## src/rtl/register_file_param.sv

```systemverilog
// Parametrised multi-port register file with hardwired low constants, byte-masked writes,
// optional write-to-read bypass, a pending-load scoreboard and a registered illegal-write flag.
module register_file_param #(
    parameter int unsigned WIDTH     = 32,
    parameter int unsigned DEPTH     = 32,
    parameter int unsigned AW        = 5,
    parameter int unsigned NUM_CONST = 3,
    parameter bit          BYPASS    = 1'b1
) (
    input  logic                 clk,
    input  logic                 reset,
    input  logic                 wen,
    input  logic [AW-1:0]        wsel,
    input  logic [WIDTH/8-1:0]   wmask,
    input  logic [WIDTH-1:0]     in,
    input  logic [AW-1:0]        asel,
    input  logic [AW-1:0]        bsel,
    input  logic [AW-1:0]        csel,
    output logic [WIDTH-1:0]     out1,
    output logic [WIDTH-1:0]     out0,
    output logic [WIDTH-1:0]     outC,
    input  logic                 busy_set,
    input  logic [AW-1:0]        busy_sel,
    output logic                 a_busy,
    output logic                 b_busy,
    output logic                 c_busy,
    output logic                 werr
);

    localparam int unsigned NB = WIDTH / 8;
    localparam int unsigned IW = (DEPTH > 1) ? $clog2(DEPTH) : 1;

    logic [WIDTH-1:0] mem_q [DEPTH];
    logic [WIDTH-1:0] mem_d [DEPTH];
    logic [DEPTH-1:0] busy_q, busy_d;
    logic             werr_q, werr_d;

    logic             wr_ok;
    logic             wr_bad;
    logic             set_ok;
    logic [WIDTH-1:0] wr_word;

    // True for selects that address real, writable storage.
    function automatic logic sel_rw(input logic [AW-1:0] sel);
        return (32'(sel) >= NUM_CONST) && (32'(sel) < DEPTH);
    endfunction

    // Everything is gated by reset so nothing leaks through the bypass while in reset.
    assign wr_ok  = reset && wen && sel_rw(wsel) && (wmask != '0);
    assign wr_bad = reset && wen && !sel_rw(wsel);
    assign set_ok = reset && busy_set && sel_rw(busy_sel);

    always_comb begin
        wr_word = mem_q[IW'(wsel)];
        for (int k = 0; k < NB; k++) begin
            if (wmask[k]) begin
                wr_word[8*k +: 8] = in[8*k +: 8];
            end
        end
    end

    function automatic logic [WIDTH-1:0] rd_data(input logic [AW-1:0] sel);
        if (32'(sel) < NUM_CONST) begin
            return WIDTH'(sel);
        end
        if (32'(sel) >= DEPTH) begin
            return '0;
        end
        if (BYPASS && wr_ok && (sel == wsel)) begin
            return wr_word;
        end
        return mem_q[IW'(sel)];
    endfunction

    // A same-cycle write hides the stored bit unless a new load is issued alongside it.
    function automatic logic rd_busy(input logic [AW-1:0] sel);
        if (!sel_rw(sel)) begin
            return 1'b0;
        end
        if (BYPASS && wr_ok && (sel == wsel)) begin
            return set_ok && (busy_sel == sel);
        end
        return busy_q[IW'(sel)];
    endfunction

    always_comb begin
        mem_d  = mem_q;
        busy_d = busy_q;
        werr_d = wr_bad;
        if (wr_ok) begin
            mem_d[IW'(wsel)]  = wr_word;
            busy_d[IW'(wsel)] = 1'b0;
        end
        if (set_ok) begin
            busy_d[IW'(busy_sel)] = 1'b1;
        end
    end

    always_ff @(posedge clk or negedge reset) begin
        if (!reset) begin
            mem_q  <= '{default: '0};
            busy_q <= '0;
            werr_q <= 1'b0;
        end else begin
            mem_q  <= mem_d;
            busy_q <= busy_d;
            werr_q <= werr_d;
        end
    end

    always_comb begin
        out1   = rd_data(asel);
        out0   = rd_data(bsel);
        outC   = rd_data(csel);
        a_busy = rd_busy(asel);
        b_busy = rd_busy(bsel);
        c_busy = rd_busy(csel);
        werr   = werr_q;
    end

endmodule

```

## config.mk

```make
export PLATFORM = sky130hd
export DESIGN_NAME = register_file_param
export DESIGN_NICKNAME = d
export VERILOG_FILES = /design/src/rtl/register_file_param.sv
export SDC_FILE = /design/constraint.sdc
export NUM_CORES = 2
export LEC_CHECK = 0
export BUFFER_PORTS_ARGS = -buffer_cell sky130_fd_sc_hd__buf_2
export CAP_MARGIN = 20
export CORE_MARGIN = 5
export CORE_UTILIZATION = 40
export CTS_BUF_LIST = sky130_fd_sc_hd__clkbuf_4 sky130_fd_sc_hd__clkbuf_8
export CTS_CLUSTER_DIAMETER = 120
export CTS_CLUSTER_SIZE = 25
export DETAILED_ROUTE_END_ITERATION = 10
export GPL_TIMING_DRIVEN = 0
export PLACE_DENSITY = 0.63
export SETUP_SLACK_MARGIN = 0.5
export SLEW_MARGIN = 10
export SYNTH_ARGS = -nofsm -noshare
export SYNTH_HDL_FRONTEND = slang
export SYNTH_SLANG_ARGS = --single-unit
```

## constraint.sdc

```tcl
create_clock -name clk -period 2.2 [get_ports clk]
set_input_delay 0.11 -clock clk [delete_from_list [all_inputs] [get_ports clk]]
set_output_delay 0.11 -clock clk [all_outputs]
set_load 0.005 [all_outputs]
```

==> flow_summary.ini, run 1 <==
[placed_design]
gp_congestion = 1.219
dp_hpwl_um = 457800
io_buffer_count = 147

[synthesis]
synth-edff-count = 0
synthArstFlopShare = 1.000
synth_area_leaders = dfrtp_1, mux4_2, o21ai_0
syn_inst = 6175
ys_seq_elements = 1057
synth-seq-area-share = 0.3664
ys_warn_count = 0
synth_cell_types = 77
synthesis.nets = 6240
post-synth-top-area-cell = dfrtp_1
synth_flop_cell = dfrtp_1
synth.avg_cell_area_sq_um = 11.69
yosys.area.top_type_share = 0.3664
syn-cell-area_sq_um = 72200

[cts]
htree_levels = 2
cts-root-buf = clkbuf_8
numCtsBuffers = 53
cts_sinks = 1057
clk_path_buf_depth = 3

[run_status]
failed_stage = 5_1_grt
firstError = [ERROR GRT-0232] Routing congestion too high. Check the congestion heatmap in the GUI.
status = stopped before the end

[global_route]
grtUsageTotal = 0.6642
grt_max_degree = 142
overflow = 3

[floorplan]
ios = 165
die_w_um = 434.9
rows = 156
dieHeight_um = 434.9
start_util = 0.4008
## cells by family after synthesis
group | synth area share
AOI/OAI and AO/OA | 0.1117
DFF | 0.3664
muxes | 0.3899
buffers and inverters | 0.04689
xor gates and xnor gates | 0.003639
and+or+nand+nor | 0.08154
## per-stage QoR
| stage | utilization | setup TNS, ps | instance area, sq um | setup slack [ps] | std cells |
|---|---|---|---|---|---|
| after CTS | 0.4908 | -423010 | 88420 | -1453 | 9236 |
| after detailed placement | 0.4389 | -2660060 | 79080 | -3288 | 8832 |
| after global placement | 0.4241 | - | 76410 | -28030 | 8692 |
| after floorplan | - | -13680 | 72710 | -138.3 | 6175 |
## Yosys cell counts, types with 17 or more instances
cell type and count:
nand3_1 83, clkbuf_1 514, nor2b_1 56, a22oi_1 132, a211oi_1 42, buf_2 188
a22o_1 31, o21ai_0 887, mux2_2 159, mux2i_1 370, o211ai_1 18, dfrtp_1 1057
buf_1 48, xnor2_1 17, a221oi_1 25, a21oi_1 98, nor3_1 33, nand2_1 978
a31oi_1 20, nand2b_1 24, and2_1 28, o22ai_1 58, mux4_2 1006, nor2_1 85
## timing repair
action                                   CTS
buffers inserted                         288
endpoints found under the setup margin  1056
gates cloned                              11
endpoints found under the hold margin   1203
hold buffers                              35
gates resized for setup                 1362
pin swaps                                157
## metal layers
| metal | GRT usage | overflow |
|---|---|---|
| met3 | 0.5707 | 0 |
| met2 | 0.7696 | 3 |
| met1 | 0.6890 | 0 |
| met5 | 0.3498 | 0 |
| met4 | 0.5999 | 0 |
==> run 2, diff against run 1 <==
Settings changed: CORE_UTILIZATION 40 to 25, CTS_BUF_LIST sky130_fd_sc_hd__clkbuf_4 sky130_fd_sc_hd__clkbuf_8 to unset, CTS_CLUSTER_DIAMETER 120 to unset, CTS_CLUSTER_SIZE 25 to unset, PLACE_DENSITY 0.63 to unset, PLACE_DENSITY_LB_ADDON set to 0.15, SETUP_SLACK_MARGIN 0.5 to unset.
Clock period 2.2 ns to 2.85 ns, I/O delays scaled along.
==> flow_summary.ini, run 2 <==
[synthesis]
synth.most_common_cell = dfrtp_1
post-synth-top-area-cell = dfrtp_1
synth_compound_area_frac = 0.1117
ys_warn_count = 0
yosys.area.top_type_share = 0.3664
syn_inst = 6175
ys_seq_elements = 1057
synth_area_leaders = dfrtp_1, mux4_2, o21ai_0
synth.avg_cell_area_sq_um = 11.69
synth_flop_cell = dfrtp_1
synthArstFlopShare = 1.000
synth-seq-area-share = 0.3664
synth-simple-area-share = 0.08154
synth_cell_types = 77
synth.area.mux_share = 0.3899
synthesis.nets = 6240
synth-edff-count = 0
synth_xor_area_frac = 0.003639
synth_common_cells = dfrtp_1, mux4_2, nand2_1, o21ai_0, clkbuf_1
yosys.area_share.adder = 0
syn-cell-area_sq_um = 72200
synth_top_family_by_area = multiplexers

[global_route]
grt_pass1_wl_um = 880100
grt_max_degree = 129
first_global_vias = 68740
overflow = 0
antenna_found_initial = 108
grtUsageTotal = 0.4663

[cts]
clk_latency_ps = 910
htree_levels = 4
clk_path_buf_depth = 4
clk_pin_slew_ps = 60
cts_sinks = 1057
cts_tree = built
numCtsBuffers = 148
cts-root-buf = clkbuf_16

[setup_path]
cp.arrival_ps = 3520
slowest_delay_ps = 650
cp_top_family = buffers and inverters
worstPathCellList = buf_16, buf_16, buf_12, buf_12, buf_12, mux4_2, a22oi_2, a31oi_4, buf_12, a21oi_4, buf_12, o21ai_4, buf_2
worstPathRequired_ps = 2710
setup.worst_path.class = input pin to primary output
critical_path.max_fanout = 10
crit_top_cell = buf_12
path_buf_inv = 8
worstSetupStartpointType = input pin
crit_path_top_delay_cell = a22oi_2
cp-end-kind = primary output

[routing]
ant_nets = 0
routedWlPerCell_um = 65.26
met2WireLength_um = 271200
drtPass1Iterations = 8
top_layer = met5
viasPerCell = 7.025
wirelength_um = 722300
first_iter_violations = 14060
vias = 77760
route.met3.wl_um = 114200
met1_length_um = 265900
drcViolationCount = 0

[placed_design]
placed_cells = 10310
placed_cell_area_sq_um = 81910
dpl_worst_slack_ps = -3629
io_buffer_count = 147
gp_congestion = 1.091
dp_hpwl_um = 544500

[final_layout]
areaGrowthSynthToFinish_pct = 36.27
layout.cells.most_common = mux4_2
largest_reg_flops = 1024
regMostFlops = mem_q
final_area_sq_um = 98390
stdcell_count = 11070
utilization = 0.3417
final_nets = 7147
layout_common_cells = mux4_2, nand2_1, dfrtp_1
drive_gt1_frac = 0.4667

[floorplan]
ios = 165
die-area_sq_um = 299600
die_w_um = 547.4
start_util = 0.2508
fp.coreArea_sq_um = 287900
rows = 197
dieHeight_um = 547.4

[run_status]
status = complete, but fails checks
violations = negative hold slack, negative setup slack

[timing]
maxSlewHeadroom = 0.1168
fin_skew_ps = 43.21
fin_ws_ps = -814.8
finalHoldWorstSlack_ps = -11.46
fmax_mhz = 272.9
finalSetupViolations = 419
period_minus_slack_ps = 3665
tightest_slew_ps = 1313
finalHoldViolCount = 1
period_share = 1.286
drv_slew = 0
rsz0062_at_grt = true

[power]
p_int_mw = 34.93
powerDensity_nw_per_um2 = 581.8
sequentialPowerShare = 0.339
switching_share = 0.3899
total_power_mw = 57.24
p_sw_mw = 22.32
peakVddDrop_mv = 0.3834
clkPwrFrac = 0.349
p_leak_nw = 39.60
combPwrFrac = 0.312

[job]
cap_violations = 0

[hold_path]
min_path_type = input pin to register
## run 2: cell counts after synthesis
No cell type changed its count.
## run 2: timing repair
action                                   CTS  global route
hold endpoints to repair                 434            65
gates resized for setup                 1688           294
hold buffers                              42             5
buffers inserted                         300            77
endpoints found under the setup margin  1054           654
cloned                                    12             3
pin swaps                                151           119
## run 2: worst register-to-register path: cells and delay by family (launching register included)
kind	cells	cell delay (ps)
AO/OA/AOI/OAI	3	910
buffers and inverters	4	700
multiplexers	2	820
flip-flops	1	410
## run 2: worst paths after layout
path,end,cells after the start,slack (ps),startpoint
max in group asynchronous,mem_q[387],9,520,reset
max reg2reg,mem_q[160],9,-110,mem_q[0]
min reg2reg,mem_q[963],1,520,mem_q[963]
min in group asynchronous,busy_q[14],6,10,reset
min,busy_q[13],3,-10,busy_sel[1]
max,out1[2],13,-810,wsel[0]
## run 2: routing by layer
metal | GRT usage | vias to the layer above
met5 | 0.01488 | -
met4 | 0.3566 | 26
met3 | 0.2782 | 2202
met2 | 0.5948 | 8397
met1 | 0.5608 | 41360
li1 | - | 25770
## run 2: cell type report
type / count / area, sq um
tap: 3781 / 4731
antenna: 92 / 230.2
fill: 28650 / 189500
clock inverter: 64 / 734.5
sequential: 1057 / 26660
timing repair buffer: 783 / 8942
multi-input combinational: 4327 / 46070
buffer: 751 / 6755
clock buffer: 199 / 4207
inverter: 14 / 61.31
## run 2: cells by family after synthesis
logic type / count (synthesis)
multiplexers: 1535
buffers and inverters: 791
flip-flops: 1057
AND/OR/NAND/NOR: 1372
AO/OA/AOI/OAI: 1390
XOR/XNOR: 30
## run 2: power groups by stage
stage                     clock network [mW]  registers (mW)  logic [mW]
after floorplan                            0            18.1        6.74
after global placement                     0            19.4        13.4
after detailed placement                   0            19.4        14.0
after CTS                               20.0            19.1        16.3
after global routing                    20.5            19.4        17.5
final                                   20.0            19.4        17.9
## run 2: stage by stage
step / hold WS, ps / TNS, ps
finish: -11.46 / -94900
global route: 21.59 / -57040
CTS: 0.9228 / -64300
detailed placement: 28.92 / -2666490
global placement: 499.6 / -
floorplan: -153.1 / 0
Power figures use the tool's default switching activity.
